`config.mk`:
```
export PLATFORM = sky130hd
export DESIGN_NAME = conv_encoder_flat
export DESIGN_NICKNAME = d
export VERILOG_FILES = /design/src/rtl/conv_encoder_pkg.sv /design/src/rtl/conv_encoder_if.sv /design/src/rtl/conv_encoder_core.sv /design/src/rtl/conv_encoder.sv /design/src/flat_wrapper.sv
export SDC_FILE = /design/constraint.sdc
export NUM_CORES = 1
export LEC_CHECK = 0
export BUFFER_PORTS_ARGS = -buffer_cell sky130_fd_sc_hd__buf_4
export CAP_MARGIN = 10
export CORE_MARGIN = 2
export CORE_UTILIZATION = 54
export CTS_CLUSTER_DIAMETER = 60
export DETAILED_ROUTE_END_ITERATION = 16
export PLACE_DENSITY = 0.75
export SLEW_MARGIN = 20
export SYNTH_ARGS = -nofsm -noshare
export SYNTH_HDL_FRONTEND = slang
export SYNTH_SLANG_ARGS = --single-unit
```
`constraint.sdc`:
```
create_clock -name i_clk -period 1.9 [get_ports i_clk]
set_input_delay 0.19 -clock i_clk [delete_from_list [all_inputs] [get_ports i_clk]]
set_output_delay 0.19 -clock i_clk [all_outputs]
set_load 0.05 [all_outputs]
```
`src/rtl/conv_encoder_pkg.sv`:
```
// Shared encoder/decoder definitions: constraint length, default generators,
// symbol type and encoder FSM states.
package viterbi_pkg;

  localparam int unsigned K = 3;
  localparam logic [K-1:0] G0_DEFAULT = 3'b111;
  localparam logic [K-1:0] G1_DEFAULT = 3'b101;

  typedef logic [1:0] sym_t;

  typedef enum logic [1:0] {
    IDLE = 2'd0,
    ENC  = 2'd1,
    TAIL = 2'd2,
    DONE = 2'd3
  } enc_state_e;

  // Tap vector is {u, s1, s2}; bit 2 is the current input.
  function automatic logic parity(input logic [K-1:0] taps, input logic [K-1:0] g);
    return ^(taps & g);
  endfunction

endpackage

```
`src/rtl/conv_encoder_if.sv`:
```
// Frame request / symbol handshake bundle between the encoder and its neighbours.
interface conv_encoder_if #(
  parameter int unsigned SIZE_DATA_IN = 8
);
  import viterbi_pkg::*;

  logic                    i_start;
  logic [SIZE_DATA_IN-1:0] i_data;
  logic                    i_ready;
  sym_t                    o_data;
  logic                    o_valid;
  logic                    o_busy;
  logic                    o_done;

  modport master (
    output i_start, i_data, i_ready,
    input  o_data, o_valid, o_busy, o_done
  );

  modport slave (
    input  i_start, i_data, i_ready,
    output o_data, o_valid, o_busy, o_done
  );

endinterface

```
`src/rtl/conv_encoder_core.sv`:
```
// Combinational rate-1/2 K=3 trellis step: {u,s1,s2} -> {c0,c1} and next state.
module conv_enc_core
  import viterbi_pkg::*;
#(
  parameter logic [K-1:0] G0 = G0_DEFAULT,
  parameter logic [K-1:0] G1 = G1_DEFAULT
) (
  input  logic       i_u,
  input  logic [1:0] i_state,
  output sym_t       o_sym,
  output logic [1:0] o_next_state
);

  logic [K-1:0] w_taps;

  assign w_taps       = {i_u, i_state};
  assign o_sym        = {parity(w_taps, G0), parity(w_taps, G1)};
  assign o_next_state = {i_u, i_state[1]};

endmodule

```
`src/rtl/conv_encoder.sv`:
```
// Frame-based convolutional encoder: captures a word, emits MSB-first code symbols.
// Define CONV_ENC_TAIL_EN to append two zero tail bits terminating the trellis in state 0.
module conv_encoder
  import viterbi_pkg::*;
#(
  parameter int unsigned  SIZE_DATA_IN = 8,
  parameter logic [K-1:0] G0           = G0_DEFAULT,
  parameter logic [K-1:0] G1           = G1_DEFAULT
) (
  input logic           i_clk,
  input logic           i_rst,
  conv_encoder_if.slave bus
);

  localparam int unsigned CW = $clog2(SIZE_DATA_IN + 1);
  localparam logic [CW-1:0] LAST_DATA = CW'(SIZE_DATA_IN - 1);

  enc_state_e              r_state;
  logic [SIZE_DATA_IN-1:0] r_payload;
  logic [1:0]              r_enc_st;
  logic [CW-1:0]           r_count;

  logic       w_valid;
  logic       w_u;
  logic       w_hs;
  sym_t       w_sym;
  logic [1:0] w_next_st;

  assign w_valid = (r_state == ENC) || (r_state == TAIL);
  assign w_u     = (r_state == ENC) ? r_payload[SIZE_DATA_IN-1] : 1'b0;
  assign w_hs    = w_valid && bus.i_ready;

  conv_enc_core #(
    .G0(G0),
    .G1(G1)
  ) u_core (
    .i_u          (w_u),
    .i_state      (r_enc_st),
    .o_sym        (w_sym),
    .o_next_state (w_next_st)
  );

  assign bus.o_data  = w_valid ? w_sym : '0;
  assign bus.o_valid = w_valid;
  assign bus.o_busy  = (r_state != IDLE);
  assign bus.o_done  = (r_state == DONE);

  always_ff @(posedge i_clk) begin
    if (i_rst) begin
      r_state   <= IDLE;
      r_payload <= '0;
      r_enc_st  <= '0;
      r_count   <= '0;
    end else begin
      case (r_state)
        IDLE: begin
          if (bus.i_start) begin
            r_payload <= bus.i_data;
            r_enc_st  <= '0;
            r_count   <= '0;
            r_state   <= ENC;
          end
        end
        ENC: begin
          if (w_hs) begin
            r_payload <= r_payload << 1;
            r_enc_st  <= w_next_st;
            if (r_count == LAST_DATA) begin
              // Counter is reused for the tail so it never needs to exceed SIZE_DATA_IN-1.
              r_count <= '0;
`ifdef CONV_ENC_TAIL_EN
              r_state <= TAIL;
`else
              r_state <= DONE;
`endif
            end else begin
              r_count <= r_count + CW'(1);
            end
          end
        end
`ifdef CONV_ENC_TAIL_EN
        TAIL: begin
          if (w_hs) begin
            r_enc_st <= w_next_st;
            if (r_count == CW'(1)) begin
              r_count <= '0;
              r_state <= DONE;
            end else begin
              r_count <= r_count + CW'(1);
            end
          end
        end
`endif
        DONE:    r_state <= IDLE;
        default: r_state <= IDLE;
      endcase
    end
  end

endmodule

```
`src/flat_wrapper.sv`:
```
// flat-port wrapper written by rule: the top's interface ports become plain ports
module conv_encoder_flat import viterbi_pkg::*;
#(
  parameter int unsigned  SIZE_DATA_IN = 8,
  parameter logic [K-1:0] G0           = G0_DEFAULT,
  parameter logic [K-1:0] G1           = G1_DEFAULT
)
  (i_clk, i_rst, bus_i_start, bus_i_data, bus_i_ready, bus_o_data, bus_o_valid, bus_o_busy, bus_o_done);
  conv_encoder_if #(.SIZE_DATA_IN(SIZE_DATA_IN)) bus_i ();
  input logic i_clk;
  input logic i_rst;
  input wire logic [$bits(bus_i.i_start)-1:0] bus_i_start;
  input wire logic [$bits(bus_i.i_data)-1:0] bus_i_data;
  input wire logic [$bits(bus_i.i_ready)-1:0] bus_i_ready;
  output wire logic [$bits(bus_i.o_data)-1:0] bus_o_data;
  output wire logic [$bits(bus_i.o_valid)-1:0] bus_o_valid;
  output wire logic [$bits(bus_i.o_busy)-1:0] bus_o_busy;
  output wire logic [$bits(bus_i.o_done)-1:0] bus_o_done;
  assign bus_i.i_start = bus_i_start;
  assign bus_i.i_data = bus_i_data;
  assign bus_i.i_ready = bus_i_ready;
  assign bus_o_data = bus_i.o_data;
  assign bus_o_valid = bus_i.o_valid;
  assign bus_o_busy = bus_i.o_busy;
  assign bus_o_done = bus_i.o_done;
  conv_encoder #(.SIZE_DATA_IN(SIZE_DATA_IN), .G0(G0), .G1(G1)) u_core (.i_clk(i_clk), .i_rst(i_rst), .bus(bus_i));
endmodule
```
* After elaboration in Yosys (flattened, before gate mapping)
Cells that the tools add are included.
Operators by class: $add $sub $neg 1, reductions and logical operators 9, mux-type cells 16, equal/unequal tests 7
Operators by type and width (count):
- $mux 8 | 2
- $pmux 8 s2 | 1
- $mux 2 | 6
- $mux 4 | 3
- $pmux 2 s2 | 2
- $pmux 4 s2 | 1
- $reduce_and 3->1 | 2
- $reduce_xor 3->1 | 2
- $add 4x1->4 const B | 1
- $eq 2x2->1 const B | 2
- $eq 4x3->1 const B | 1
- $ne 2x1->1 const B | 2
- $reduce_bool 2->1 | 2
- $eq 2x1->1 const B | 1
- $logic_not 2->1 | 1
- $ne 2x2->1 const B | 1
- $logic_and 1x1->1 | 1
- $logic_or 1x1->1 | 1
- $mux 1 | 1
Storage, ports and cells: input port bits 12, logic and storage cells 37, register bits 16

* Longest topological paths before layout
depth after elaboration 5, depth in mapped cells 6

* By module
From an unflattened synthesis, not the netlist that was laid out.
Unflattened totals: cells, all modules 113, area, all modules 1002.2 um^2
Modules (own cells, without submodules):
- conv_encoder | cells an instance 109, area an instance 954.7 um^2, instances 1, sequential area each 320.3 um^2
- conv_enc_core | cells an instance 4, area an instance 47.5 um^2, instances 1, sequential area each 0.0 um^2

* Least setup slack after synthesis
OpenSTA, ideal clock, no wires.
path type reg2out, start point register u_core.r_state[0], end point output bus_o_data[1], arrival time 1772 ps, stages on the path, launching flop included 4, slack -62 ps, path buffers 0, required time 1710 ps, cells stage by stage dfxtp_1 > inv_1 > ha_1 > nor2b_1
On the way: elaborated cells between the ends (all ways) 6, those cells by class 2 x eq/ne; 2 x mux; 2 x reduce/logical
RTL lines:
- start: declaration | RTL line conv_encoder.sv:18 | enc_state_e r_state;
- start signal: assignment | RTL line conv_encoder.sv:50 | r_state <= IDLE;
- start signal: assignment | RTL line conv_encoder.sv:61 | r_state <= ENC;
- start signal: assignment | RTL line conv_encoder.sv:74 | r_state <= DONE;
- $eq 2x1->1 / $eq 2x2->1 (equally long branches) | RTL line conv_encoder.sv:29 | assign w_valid = (r_state == ENC) || (r_state == TAIL);
- $logic_or 1x1->1 (*) | RTL line conv_encoder.sv:29
- net bus_o_valid | RTL line flat_wrapper.sv:16 | output wire logic [$bits(bus_i.o_valid)-1:0] bus_o_valid;
- $mux 2 (*) | RTL line conv_encoder.sv:43 | assign bus.o_data = w_valid ? w_sym : '0;
- end: declaration | RTL line flat_wrapper.sv:15 | output wire logic [$bits(bus_i.o_data)-1:0] bus_o_data;
The timed path passes the listed nets; every way through them passes the cells marked *.

* Worst setup path in the final report
start point register u_core.r_state[0], end point register u_core.r_payload[2]
On the way: word-level cells in the longest chain between the ends 5, elaborated cells between the ends (all ways) 10, those cells by class 4 x eq/ne; 1 x mux; 5 x reduce/logical
Ends and longest elaborated chain:
- $eq 2x1->1 / $eq 2x2->1 (equally long branches) | RTL line conv_encoder.sv:29, conv_encoder.sv:55
- $logic_or 1x1->1 | RTL line conv_encoder.sv:29
- $logic_and 1x1->1 | RTL line conv_encoder.sv:31 | assign w_hs = w_valid && bus.i_ready;
- $ne 2x1->1 (no source line)
- $reduce_and 3->1 (no source line)
- end signal: assignment | RTL line conv_encoder.sv:58 | r_payload <= bus.i_data;
- end signal: assignment | RTL line conv_encoder.sv:66 | r_payload <= r_payload << 1;
- end: declaration | RTL line conv_encoder.sv:19 | logic [SIZE_DATA_IN-1:0] r_payload;
Parallel ways exist; a longest one is shown, timed or not. A chain may end at the register's enable or synchronous reset.

==> summary.txt <==
Critical path
  – Crit end category: register
  – Worst reg2reg setup slack: 130 ps
  – Critical path type: reg2reg
  – Crit start category: register
  – Register-to-Register Path Depth: 6
  – Worst setup startpoint: u_core.r_state[0]
  – Arrival time at the worst endpoint: 1980 ps
  – R2R Path Start: u_core.r_state[0]
  – CP max FO: 8
  – Reg-to-reg critical path endpoint: u_core.r_payload[2]
  – Crit path required time: 2110 ps

CTS
  – Clock Tree Root: clkbuf_4
  – CTS hold repair buffers: 0
  – Htree depth: 1
  – Post-CTS Setup Repair Bufs: 0
  – CTS buffer count: 3
  – CTS Sinks: 16
  – Post_cts resized: 0
  – Clock transition at path regs: 100 ps
  – Longest Clk Path Bufs: 2
  – Clock latency on the worst-skew pair: 290 ps
  – CTS tree: built

Global routing
  – Largest net degree at the start of global routing: 20
  – Vias in the first global route: 829
  – First-pass GRT wire length: 3770 um
  – Grt ovf: 0
  – GRT Util Overall: 0.246
  – Initial antenna violation count: 0

Synthesis
  – Largest cells by area after synthesis: dfxtp_1 (32%), mux2_2 (7.9%), ha_1 (6.2%)
  – Gate Count Post-Synth: 112
  – Post-synth top area share: 0.320
  – Syn Std Cell Area: 0.00100 mm^2
  – Yosys cell types: 38
  – Synth Area per Inst: 8.95 um^2
  – Largest family of logic cells by synthesized area: simple AND/OR/NAND/NOR gates
  – Sequential fraction of the synthesis area: 0.320
  – Xor/xnor cell area share of the yosys netlist: 0.0312
  – Post-Synth Simple-Gate Area: 0.263
  – Syn Nets: 129
  – Compound-cell area share of the yosys netlist: 0.185
  – Post-synth top area cell: dfxtp_1
  – Yosys warning count: 0
  – Synth Area in Adders: 0.0624
  – Number of synthesized register bits: 16
  – Post-synthesis mux area share: 0.0787

Finish
  – Finished Layout Cells: 153
  – Most common cell after layout, fill and taps aside: buf_4
  – Register area: 320 um^2
  – Area delta synth->final: 19.7%
  – Design Area, Final: 0.00120 mm^2
  – Most frequent cells in the layout: buf_4 (20), dfxtp_1 (16)
  – Final #Nets: 146
  – Footprint of the multi-input gates: 632 um^2
  – Layout cell share with drive strength beyond 1: 0.328
  – FILL cells: 139
  – # diodes: 0

Timing
  – Setup repair after global routing missed its margin: no
  – Crit path time final: 1770 ps
  – Period utilization: 0.931
  – Final setup violation count: 0
  – Setup TNS: 0 ps
  – Clock Skew: 0.329 ps
  – Slew margin rel.: 0.637
  – Max Slew Vio Count: 0
  – Fmax: 566 MHz
  – Fin. Hold Viols: 0
  – Final worst slack: 132 ps
  – Worst Max-Slew Pin Slew: 543 ps

Power
  – Switch share: 0.427
  – Pleak: 0.493 nW
  – Switch Pwr: 670 uW
  – Combinational share of power: 0.544
  – Clock share of power: 0.149
  – Pwr per Cell Area: 1310 mW/mm^2
  – VDD IR max: 0.764 mV
  – Pint: 899 uW
  – Register share of total power: 0.308
  – Total Power: 1.57 mW

Detailed routing
  – Vias: 936
  – Starting DRC count in detailed routing: 28
  – Via density: 6.12
  – Post-Route WL: 2370 um
  – Remaining antenna violation count: 0
  – # DRC: 0
  – Pre-antenna DRT Iters: 4
  – Routed len/inst: 15.5 um

Floorplanning
  – Full die area: 0.00222 mm^2
  – Core region area: 0.00175 mm^2
  – Chip Height: 47.1 um
  – Chip width: 47.1 um
  – I/O pin total: 17
  – Initial Util: 0.574
  – FP Rows: 15

Min path
  – Hold Crit Start: i_rst
  – Worst Hold End: u_core.r_enc_st[0]
  – HP Class: in2reg
  – Hold path depth: 2

Placed design
  – IO buf count: 16
  – HPWL after DPL: 1690 um
  – Area after DPL: 0.00115 mm^2
  – Setup WS pre-CTS: 121 ps
  – Placed cell count: 149
  – RD Place Congestion: 0.851

Status
  – Status: finished clean

Job
  – Max_cap viols: 0
-- metal layers --
layer | vias up | wire length, um | global-route usage
li1 | 459 | - | -
met1 | 445 | 1070 | 0.336
met2 | 30 | 1190 | 0.378
met3 | 2 | 89 | 0.0462
met4 | 0 | 15 | 0.111
met5 | - | 0 | 0
-- Yosys cell counts --
cell type,instances
dfxtp_1,16
a31oi_1,7
mux2_2,7
nor3_1,7
nor4_1,7
buf_2,6
ha_1,5
a21oi_1,4
inv_1,4
nand2b_1,4
nor2_1,4
nor2b_1,4
o31ai_1,4
clkbuf_1,3
nand4_1,3
and2_1,2
nand3_1,2
nor2b_4,2
o211ai_1,2
a221oi_1,1
a22o_1,1
a32o_1,1
and3_1,1
and3b_1,1
inv_2,1
nand2_1,1
nor4b_1,1
o2111ai_1,1
o211ai_2,1
o21ai_0,1
o21ai_1,1
o2bb2ai_1,1
o311ai_0,1
or2_2,1
or4_1,1
or4b_1,1
xnor3_1,1
xor2_1,1
-- power by group through the flow --
stage	clock network, mW	logic (mW)	registers [mW]
2_1_floorplan	0	0.641	0.473
3_3_place_gp	0	0.810	0.485
3_5_place_dp	0	0.833	0.487
4_1_cts	0.241	0.835	0.479
5_1_grt	0.250	0.932	0.493
6_report	0.233	0.854	0.483
-- critical path: stages, from the launching register on --
cell     delay, ps
dfxtp_1        400
inv_1          100
ha_1           280
nor2_1         450
buf_4          240
nor4_1          50
nor3_1         160
-- how the worst max path moves through the flow --
stage / endpoint / slack (ps) / depth (start not counted)
final: u_core.r_payload[2] / 130 / 6
after global routing: u_core.r_payload[1] / 20 / 6
after CTS: bus_o_data[1] / 40 / 6
after detailed placement: u_core.r_payload[1] / 120 / 6
after global placement: u_core.r_payload[4] / 190 / 6
after floorplan: bus_o_data[1] / 160 / 3
-- state kept, by name, summed over array words and instances, names as in the netlist --
register and cells:
u_core.r_count 4, u_core.r_payload 8, u_core.r_state 2, u_core.r_enc_st 2
-- area by class of cell --
cell class | count | area share
clock buffers | 4 | 0.0302
inverters | 5 | 0.0156
multi-input cells | 82 | 0.527
flip-flops and latches | 16 | 0.267
well taps | 25 | 0.0261
repair buffers | 21 | 0.135
-- cell families (layout without fill, tap and decap cells) --
kind of cell               after synthesis  after routing
DFF                                     16             16
buffers and inverters                   14             30
adders and majority gates                5              5
and+or+nand+nor                         42             42
xor gates and xnor gates                 2              2
muxes                                    7              7
AOI/OAI and AO/OA                       26             26
-- per-stage QoR --
stage | hold WS (ps) | utilization
CTS | 194 | 0.681
global route | 217 | 0.687
global placement | 476 | 0.660
finish | 215 | 0.687
floorplan | 366 | -
detailed placement | 496 | 0.660
(Power assumes the default switching activity.)
